<file path="src/rtl/irq_pkg.sv">
// Shared constants and types for the interrupt arbiter.
//   N_SRC        number of request lines (fixed at 8 so a source id fits 3 bits)
//   IRQ_*        config register addresses
//   irq_state_e  arbiter FSM states
package irq_pkg;

    localparam int unsigned N_SRC  = 8;
    localparam int unsigned PRIO_W = 2;
    localparam int unsigned ID_W   = 3;
    localparam int unsigned LVL_W  = 3;
    localparam int unsigned STK_W  = 6;
    localparam int unsigned ADDR_W = 2;
    localparam int unsigned DATA_W = 32;

    localparam logic [ADDR_W-1:0] IRQ_ENABLE  = 2'd0;
    localparam logic [ADDR_W-1:0] IRQ_PRIO    = 2'd1;
    localparam logic [ADDR_W-1:0] IRQ_PENDING = 2'd2;
    localparam logic [ADDR_W-1:0] IRQ_STATUS  = 2'd3;

    typedef enum logic [1:0] {
        IDLE   = 2'd0,
        ASSERT = 2'd1,
        BLANK  = 2'd2
    } irq_state_e;

endpackage

</file>
<file path="src/rtl/irq_prio_sel.sv">
// Combinational winner select: highest non-zero priority among candidates,
// ties resolved toward the lowest source index.
//   prio        packed 2-bit priority per source
//   cand        candidate mask (pending & enabled)
//   win_prio_c  winning priority, 0 when no candidate
//   win_id_c    index of the winning source
module irq_prio_sel
    import irq_pkg::*;
(
    input  logic [PRIO_W*N_SRC-1:0] prio,
    input  logic [N_SRC-1:0]        cand,
    output logic [PRIO_W-1:0]       win_prio_c,
    output logic [ID_W-1:0]         win_id_c
);

    // Scan from the top index down; ">=" lets a lower index take over a tie.
    always_comb begin
        win_prio_c = '0;
        win_id_c   = '0;
        for (int i = int'(N_SRC) - 1; i >= 0; i--) begin
            if (cand[i] && (prio[PRIO_W*i +: PRIO_W] != '0) &&
                (prio[PRIO_W*i +: PRIO_W] >= win_prio_c)) begin
                win_prio_c = prio[PRIO_W*i +: PRIO_W];
                win_id_c   = ID_W'(i);
            end
        end
    end

endmodule

</file>
<file path="src/rtl/irq_arbiter.sv">
// Interrupt arbiter in front of cp0: edge capture, priority select, nested
// in-service level tracking and a CP0-style config register port.
//   clk, rst_n           clock, async active-low reset
//   cpu_en               pipeline advance; low freezes FSM and level stack
//   irq_in               raw asynchronous request lines (rising-edge)
//   cfg_we/addr/wdata    config write port; cfg_rdata registered read data
//   irq_ack, eret        cp0 handshakes (one-cycle pulses)
//   irq_level, irq_id    presented level (0 = none) and its source
//   cur_level            level currently in service
module irq_arbiter
    import irq_pkg::*;
(
    input  logic                 clk,
    input  logic                 rst_n,
    input  logic                 cpu_en,
    input  logic [N_SRC-1:0]     irq_in,
    input  logic                 cfg_we,
    input  logic [ADDR_W-1:0]    cfg_addr,
    input  logic [DATA_W-1:0]    cfg_wdata,
    output logic [DATA_W-1:0]    cfg_rdata,
    input  logic                 irq_ack,
    input  logic                 eret,
    output logic [LVL_W-1:0]     irq_level,
    output logic [ID_W-1:0]      irq_id,
    output logic [PRIO_W-1:0]    cur_level
);

    logic [N_SRC-1:0]        sync1_q, sync2_q, sync3_q, rise_c;
    logic [N_SRC-1:0]        enable_q, pending_q, pending_d;
    logic [PRIO_W*N_SRC-1:0] prio_q;
    logic [DATA_W-1:0]       rdata_c;
    logic [PRIO_W-1:0]       win_prio_c;
    logic [ID_W-1:0]         win_id_c;
    logic                    present_c, ack_take_c;

    irq_state_e              state_q, state_d;
    logic [LVL_W-1:0]        irq_level_d;
    logic [ID_W-1:0]         irq_id_d;
    logic [PRIO_W-1:0]       cur_level_d;
    logic [STK_W-1:0]        stack_q, stack_d;
    logic                    blank_cnt_q, blank_cnt_d;
    logic                    unused_wdata_c;

    assign unused_wdata_c = ^cfg_wdata[DATA_W-1:2*N_SRC];

    // Synchronizer plus delay flop for edge detection
    always_ff @(posedge clk or negedge rst_n) begin
        if (!rst_n) begin
            sync1_q <= '0;
            sync2_q <= '0;
            sync3_q <= '0;
        end else begin
            sync1_q <= irq_in;
            sync2_q <= sync1_q;
            sync3_q <= sync2_q;
        end
    end

    assign rise_c = sync2_q & ~sync3_q;

    irq_prio_sel u_sel (
        .prio       (prio_q),
        .cand       (pending_q & enable_q),
        .win_prio_c (win_prio_c),
        .win_id_c   (win_id_c)
    );

    assign present_c = (win_prio_c > cur_level);

    // Pending: clears first, new edges applied last so a set always wins
    always_comb begin
        pending_d = pending_q;
        if (cfg_we && (cfg_addr == IRQ_PENDING)) begin
            pending_d = pending_d & ~cfg_wdata[N_SRC-1:0];
        end
        if (ack_take_c) begin
            pending_d[irq_id] = 1'b0;
        end
        pending_d = pending_d | rise_c;
    end

    // Config read mux; unused bits read 0
    always_comb begin
        rdata_c = '0;
        case (cfg_addr)
            IRQ_ENABLE:  rdata_c = DATA_W'(enable_q);
            IRQ_PRIO:    rdata_c = DATA_W'(prio_q);
            IRQ_PENDING: rdata_c = DATA_W'(pending_q);
            IRQ_STATUS:  rdata_c = DATA_W'({stack_q, cur_level});
            default:     rdata_c = '0;
        endcase
    end

    // Config registers and read data
    always_ff @(posedge clk or negedge rst_n) begin
        if (!rst_n) begin
            enable_q  <= '0;
            prio_q    <= '0;
            pending_q <= '0;
            cfg_rdata <= '0;
        end else begin
            pending_q <= pending_d;
            cfg_rdata <= rdata_c;
            if (cfg_we && (cfg_addr == IRQ_ENABLE)) enable_q <= cfg_wdata[N_SRC-1:0];
            if (cfg_we && (cfg_addr == IRQ_PRIO))   prio_q   <= cfg_wdata[PRIO_W*N_SRC-1:0];
        end
    end

    // FSM next state, presented level and level stack (top entry in [1:0])
    always_comb begin
        state_d     = state_q;
        irq_level_d = irq_level;
        irq_id_d    = irq_id;
        cur_level_d = cur_level;
        stack_d     = stack_q;
        blank_cnt_d = blank_cnt_q;
        ack_take_c  = 1'b0;
        if (cpu_en) begin
            ack_take_c = (state_q == ASSERT) && irq_ack;
            unique case (state_q)
                IDLE, ASSERT: begin
                    if (ack_take_c) begin
                        state_d     = BLANK;
                        blank_cnt_d = 1'b0;
                        irq_level_d = '0;
                        stack_d     = {stack_q[STK_W-PRIO_W-1:0], cur_level};
                        cur_level_d = irq_level[PRIO_W-1:0];
                    end else if (present_c) begin
                        state_d     = ASSERT;
                        irq_level_d = LVL_W'(win_prio_c);
                        irq_id_d    = win_id_c;
                    end else begin
                        state_d     = IDLE;
                        irq_level_d = '0;
                    end
                end
                BLANK: begin
                    irq_level_d = '0;
                    if (blank_cnt_q) begin
                        if (present_c) begin
                            state_d     = ASSERT;
                            irq_level_d = LVL_W'(win_prio_c);
                            irq_id_d    = win_id_c;
                        end else begin
                            state_d = IDLE;
                        end
                    end else begin
                        blank_cnt_d = 1'b1;
                    end
                end
                default: begin
                    state_d     = IDLE;
                    irq_level_d = '0;
                end
            endcase
            // ERET pops; an empty stack shifts in 0 so cur_level drops to user
            if (eret && !ack_take_c) begin
                state_d     = IDLE;
                irq_level_d = '0;
                blank_cnt_d = 1'b0;
                cur_level_d = stack_q[PRIO_W-1:0];
                stack_d     = {PRIO_W'(0), stack_q[STK_W-1:PRIO_W]};
            end
        end
    end

    always_ff @(posedge clk or negedge rst_n) begin
        if (!rst_n) begin
            state_q     <= IDLE;
            irq_level   <= '0;
            irq_id      <= '0;
            cur_level   <= '0;
            stack_q     <= '0;
            blank_cnt_q <= 1'b0;
        end else begin
            state_q     <= state_d;
            irq_level   <= irq_level_d;
            irq_id      <= irq_id_d;
            cur_level   <= cur_level_d;
            stack_q     <= stack_d;
            blank_cnt_q <= blank_cnt_d;
        end
    end

endmodule

</file>
<file path="config.mk">
export PLATFORM = sky130hd
export DESIGN_NAME = irq_arbiter
export DESIGN_NICKNAME = d
export VERILOG_FILES = /design/src/rtl/irq_pkg.sv /design/src/rtl/irq_prio_sel.sv /design/src/rtl/irq_arbiter.sv
export SDC_FILE = /design/constraint.sdc
export NUM_CORES = 1
export LEC_CHECK = 0
export ABC_CLOCK_PERIOD_IN_PS = 18700
export CELL_PAD_IN_SITES_DETAIL_PLACEMENT = 0
export CELL_PAD_IN_SITES_GLOBAL_PLACEMENT = 1
export CORE_ASPECT_RATIO = 0.6
export CORE_MARGIN = 2
export CORE_UTILIZATION = 40
export CTS_CLUSTER_SIZE = 12
export DETAILED_ROUTE_END_ITERATION = 7
export PLACE_DENSITY_LB_ADDON = 0.1
export SETUP_SLACK_MARGIN = 0.02
export SLEW_MARGIN = 20
export SYNTH_ARGS = -nofsm -noshare
export SYNTH_HDL_FRONTEND = slang
export SYNTH_HIERARCHICAL = 1
export SYNTH_SLANG_ARGS = --single-unit
</file>
<file path="constraint.sdc">
create_clock -name clk -period 18.7 [get_ports clk]
set_input_delay 3.74 -clock clk [delete_from_list [all_inputs] [get_ports clk]]
set_output_delay 3.74 -clock clk [all_outputs]
set_load 0.01 [all_outputs]
</file>
# Word level (Yosys, flattened, before mapping)
# Index checks and enable logic that the tools add are counted.
[op_classes] n_lt_le_gt_ge=11 n_eq_ne=9 muxes=45 n_bitwise=8 n_reduce_logical=42
[ops] operator="$pmux 32 s4" n=1
[ops] operator="$mux 3" n=13
[ops] operator="$and 8x8->8" n=4
[ops] operator="$mux 2" n=16
[ops] operator="$not 8->8" n=3
[ops] operator="$logic_and 1x1->1" n=22
[ops] operator="$reduce_bool 2->1" n=11
[ops] operator="$mux 6" n=3
[ops] operator="$mux 8" n=2
[ops] operator="$ge 2x2->1" n=7
[ops] operator="$pmux 3 s2" n=2
[ops] operator="$or 8x8->8" n=1
[ops] operator="$eq 2x2->1 const B" n=3
[ops] operator="$ne 3x3->1 const B" n=2
[ops] operator="$reduce_and 3->1" n=2
[ops] operator="$mux 1" n=5
[ops] operator="$eq 2x1->1 const B" n=2
[ops] operator="$logic_not 2->1" n=2
[ops] operator="$lt 3x4->1 const B" n=1
[ops] operator="$ne 2x2->1 const B" n=2
[ops] operator="$pmux 2 s2" n=1
[ops] operator="$reduce_and 4->1" n=1
[ops] operator="$demux 1 s3" n=1
[ops] operator="$ge 3x1->1 const B" n=1
[ops] operator="other kinds (7)" n=7
[word_totals] register_bits=105 output_inout_bits=40 wordCells=128

# Longest topological paths before layout
[depth] word_depth=30 ltp_mapped=53 depth_no_buf=52

# Cells and area by module
# Netlist, hierarchy kept.
[by_module_without_submodules] mod="irq_arbiter" n_inst=1 cells_per_inst=259 area_each_um2=3537.1
[by_module_without_submodules] mod="irq_prio_sel" n_inst=1 cells_per_inst=106 area_each_um2=685.7

# Least setup slack after synthesis
# No wires, ideal clock.
[synth_path] path_type="register to register" startpoint="register enable_q[7]" endpoint="register irq_id[0]" setup_time_ps=125 arrival_ps=9042 required_time_ps=18575 slack_ps=9534 stages_incl_launch_ff=50 path_buffers=1 synth_period_minus_slack_ps=9166 path_cell_list="dfrtp_1 and2_1 and2_1 ha_1 nor3b_1 or3b_1 buf_2 a22o_2 ha_1 nand2b_1 a32o_1 a21oi_1 a21oi_1 ha_1 nand2b_1 a31oi_1 o2bb2ai_1 o32a_2 [... 14 more ...] a221oi_2 ha_1 nand2b_1 and2_1 o21ai_0 mux2_2 ha_1 nand2b_1 a21oi_1 nor2b_1 and2_1 a311o_1 inv_1 ha_1 a22oi_2 o21ai_0 nor2_1 mux2_2"
[synth_via] elab_chain_cells=29 elab_cells_between_ends=38
[synth_lines] item="start: declaration" line="irq_arbiter.sv:29" rtl="logic [N_SRC-1:0] enable_q, pending_q, pending_d;"
[synth_lines] item="start signal: assignment" line="irq_arbiter.sv:104" rtl="if (cfg_we && (cfg_addr == IRQ_ENABLE)) enable_q <= cfg_wdata[N_SRC-1:0];"
[synth_lines] item="$and 8x8->8 (*)" line="irq_arbiter.sv:63" rtl=".cand (pending_q & enable_q),"
[synth_lines] item="$logic_and 1x1->1 (*) (2 in series)" line="irq_prio_sel.sv:21" rtl="if (cand[i] && (prio[PRIO_W*i +: PRIO_W] != '0) &&"
[synth_lines] item="$mux 2 (*)" line="irq_prio_sel.sv:21"
[synth_lines] item="$ge 2x2->1" line="irq_prio_sel.sv:22" rtl="(prio[PRIO_W*i +: PRIO_W] >= win_prio_c)) begin"
[synth_lines] item="$logic_and 1x1->1" line="irq_prio_sel.sv:21"
[synth_lines] item="$mux 2 (*)" line="irq_prio_sel.sv:21"
[synth_lines] item="$ge 2x2->1" line="irq_prio_sel.sv:22"
[synth_lines] item="$logic_and 1x1->1" line="irq_prio_sel.sv:21"
[synth_lines] item="[... 13 more ...]"
[synth_lines] item="$ge 2x2->1" line="irq_prio_sel.sv:22"
[synth_lines] item="$logic_and 1x1->1" line="irq_prio_sel.sv:21"
[synth_lines] item="$mux 2 (*)" line="irq_prio_sel.sv:21"
[synth_lines] item="via win_prio_c[0]" line="irq_arbiter.sv:32" rtl="logic [PRIO_W-1:0] win_prio_c;"
[synth_lines] item="$gt 2x2->1 (*)" line="irq_arbiter.sv:68" rtl="assign present_c = (win_prio_c > cur_level);"
[synth_lines] item="$mux 3 (*)" line="irq_arbiter.sv:128, irq_arbiter.sv:140"
[synth_lines] item="$mux 3 (on tied branches)" line="irq_arbiter.sv:139, irq_arbiter.sv:122"
[synth_lines] item="$pmux 3 s2 (*)" line="irq_arbiter.sv:120" rtl="unique case (state_q)"
[synth_lines] item="end signal: assignment" line="irq_arbiter.sv:178" rtl="irq_id <= irq_id_d;"
[synth_lines] item="end: declaration" line="irq_arbiter.sv:24" rtl="output logic [ID_W-1:0] irq_id,"
# The timed path passes the listed nets; every way through them passes the cells marked *. The select of a mux whose other input is x is not followed.
# A chain may end at the register's enable or synchronous reset.

# Final worst setup path
[layout_path] startpoint="register enable_q[7]" endpoint="register irq_id[1]"
# The elaborated chain is that of the path after synthesis.

==> reports/metrics.csv <==
stage,metric,value,unit
placement,placed cell area,0.00482,mm²
timing,final setup vio count,0,
global_routing,Total Routing Usage GR,0.181,
final_layout,share of cells above drive strength 1,0.159,
logic_synthesis,post-synth top area share,0.521,
floorplanning,die span in y,83.6,µm
timing,Fin Setup TNS,0,ns
worst_hold_path,HP Class,reg2reg,
routing,wire length per cell,17.3,µm
timing,final hold viol count,0,
routing,antenna-violating nets left,0,
logic_synthesis,syn avg cell area,11.6,µm²
critical_path,element type at the critical path end,register,
timing,worst hold margin,0.349,ns
critical_path,worst path required time,18.93,ns
logic_synthesis,Adder-Cell Fraction of Synth Area,0.0326,
routing,drt drc,0,
final_layout,fillcell total,904,
critical_path,"Max FO, Critical Path",6,
timing,max-slew violation count,0,
final_layout,"leading cell type in the layout, fill and taps excluded",dfrtp_1,
placement,GP Congestion,0.787,
final_layout,Final Instance Count excl. Fillers,562,
logic_synthesis,Synth Area in Compound Gates,0.137,
timing,fin crit share,0.553,
final_layout,nets@finish,481,
critical_path,"reg-to-reg slack, setup",8.37,ns
worst_hold_path,Worst Hold Depth,0,
floorplanning,core area,0.0101,mm²
logic_synthesis,"Seq/Total Area, Yosys",0.521,
critical_path,worst r2r dst,irq_id[1],
cts,htree depth,3,
floorplanning,Die ar.,0.0114,mm²
placement,DPL Wire Length,7.34,mm
final_layout,post-route cell area,0.00512,mm²
final_layout,Multi-input gate area,0.00182,mm²
final_layout,"commonest non-fill, non-tap cells in the layout","88 x dfrtp_1, 53 x clkdlybuf4s50_1, 30 x nand2_1, 28 x mux2_2, 22 x inv_1",
logic_synthesis,Synth async-reset ratio,1.00,
global_routing,GRT overflow,0,
global_routing,initial antenna violation count,0,
placement,Port Buffer Count,54,
power_and_ir_drop,Lkg Pwr,0.00220,µW
logic_synthesis,Syn. warnings,6,
logic_synthesis,synthesized cell area,0.00422,mm²
logic_synthesis,area share of and/or/nand/nor cells after synthesis,0.128,
floorplanning,die width,137,µm
floorplanning,# IOs,88,
routing,vias per cell,5.15,
timing,RSZ-0062 raised after global routing,no,
placement,# placed instances,546,
cts,post-CTS setup buffers,0,
final_layout,Antenna Cells,0,
routing,Vias,2895,
final_layout,Area Growth Syn to Fin,21.2,%
critical_path,Max stage delay on crit path,0.48,ns
floorplanning,Initial Util,0.420,
global_routing,vias in the first global route,2785,
cts,# hold bufs at CTS,0,
logic_synthesis,post-synth top area cell,dfrtp_1,
logic_synthesis,Synth Flop Type,dfrtp_1,
routing,drt first pass iters,4,
critical_path,Worst Setup Start Kind,register,
logic_synthesis,Post-synth EDFFs,0,
timing,fmax,0.0968,GHz
cts,"Clk pin slew, worst setup/hold paths",0.07,ns
timing,post-route minimum period,10.33,ns
timing,clk_skew,0.00895,ns
cts,Clock Sinks,88,
logic_synthesis,Synth area leaders,"dfrtp_1 52%, mux2_2 7.5%, mux4_2 4.3%",
global_routing,largest net degree at the start of global routing,63,
critical_path,critical path class,reg2reg,
critical_path,FF-to-FF Start,enable_q[7],
final_layout,post-layout util,0.509,
logic_synthesis,Mapped Cells,365,
worst_hold_path,hold path start,sync1_q[6],
timing,measured slew at the worst slew-check pin,0.775,ns
routing,WL final,9.75,mm
logic_synthesis,post-synth cell types,57,
global_routing,first-pass GRT wire length,15.6,mm
logic_synthesis,Seq cells post-synth,88,
critical_path,Crit path top cell by count,ha_1,
cts,clk_lat worst skew,0.34,ns
critical_path,R2R cell count,48,
routing,drt initial violations,148,
logic_synthesis,post-synthesis mux area share,0.117,
power_and_ir_drop,PwrDens,130,mW/mm²
final_layout,FF+latch area,0.00220,mm²
cts,Clock Tree Buf Depth,2,
cts,Resized cells post-CTS,0,
floorplanning,row count,28,
critical_path,crit path DAT,10.56,ns
outcome,status,completed,
timing,Relative slew margins,0.484,
critical_path,WP buf/inv,3,
cts,Inserted Clock Buffers,9,
critical_path,CP max-delay cell,or3b_1,
job,Max Cap Viol,0,
cts,Root Buffer,clkbuf_16,
cts,CTS tree,yes,
worst_hold_path,WHS Endpoint,sync2_q[6],
logic_synthesis,largest family of logic cells by synthesized area,compound AO/OA/AOI/OAI gates,
critical_path,"CP delay by family, top",compound AO/OA/AOI/OAI gates,
logic_synthesis,XOR/XNOR share of the synthesized area,0,
power_and_ir_drop,peak supply drop,0.0567,mV
worst reg2reg max path: cells and delay by family, from the launching register on:
family,cells,cell delay (ns)
AOI/OAI and AO/OA,18,3.68
adders and majority gates,8,2.11
buffers and inverters,3,0.24
DFF,1,0.39
muxes,2,0.78
and+or+nand+nor,17,2.99
cell type report:
cell class / count / share of cell area
inverters: 22 / 0.0161
multi-input cells: 245 / 0.355
well taps: 135 / 0.0330
flip-flops and latches: 88 / 0.430
repair buffers: 56 / 0.108
clock buffers: 10 / 0.0467
clock inverters: 6 / 0.0110
state kept, by name (all words and copies together) (netlist names):
name	count
blank_cnt_q	1
cfg_rdata	16
cur_level	2
enable_q	8
irq_id	3
irq_level	2
pending_q	8
prio_q	16
stack_q	6
state_q	2
sync1_q	8
sync2_q	8
sync3_q	8
logic make-up after synthesis:
family,after synthesis
compound gates,82
buf+inv,48
fa+ha+maj,11
other cells,1
flops,88
mux,36
simple gates,99
cell usage after synthesis, drive strengths merged (5+ instances only):
library cell and instances:
dfrtp 88, nand2 32, mux2 28, buf 25, inv 22, and2 21
o21ai 20, a21oi 15, nor2 13, ha 11, mux4 8, nand2b 8
nand3 7, nor2b 7, o22ai 7, o211ai 6, a22o 5
how the worst max path moves through the flow:
stage | start | end | slack [ns] | cells past startpoint
CTS | enable_q[7] | irq_id[1] | 8.46 | 48
floorplan | enable_q[7] | irq_id[0] | 9.53 | 49
finish | enable_q[7] | irq_id[1] | 8.37 | 48
detailed placement | enable_q[7] | irq_id[2] | 8.50 | 48
global placement | pending_q[7] | irq_id[1] | 8.61 | 47
global route | enable_q[7] | irq_id[1] | 7.58 | 49
metrics by stage:
step / setup slack, ns / power (µW)
final: 8.37 / 667
after global routing: 7.58 / 710
after CTS: 8.46 / 671
after detailed placement: 8.50 / 490
after global placement: 8.61 / 485
after floorplan: 9.53 / 409
power breakdown:
group          total (µW)  internal (µW)  leakage (µW)  switching [µW]
sequential            269            227       0.00104            42.1
clock                 179           97.1      0.000144            82.2
combinational         219            112       0.00102             107
total                 667            435       0.00220             232
layer usage:
metal,up-vias,track usage,routed length [µm]
met2,73,0.235,3860
li1,1378,-,-
met5,-,0,0
met1,1435,0.289,5210
met3,9,0.0553,593
met4,0,0.0398,89
Power figures use the tool's default switching activity.
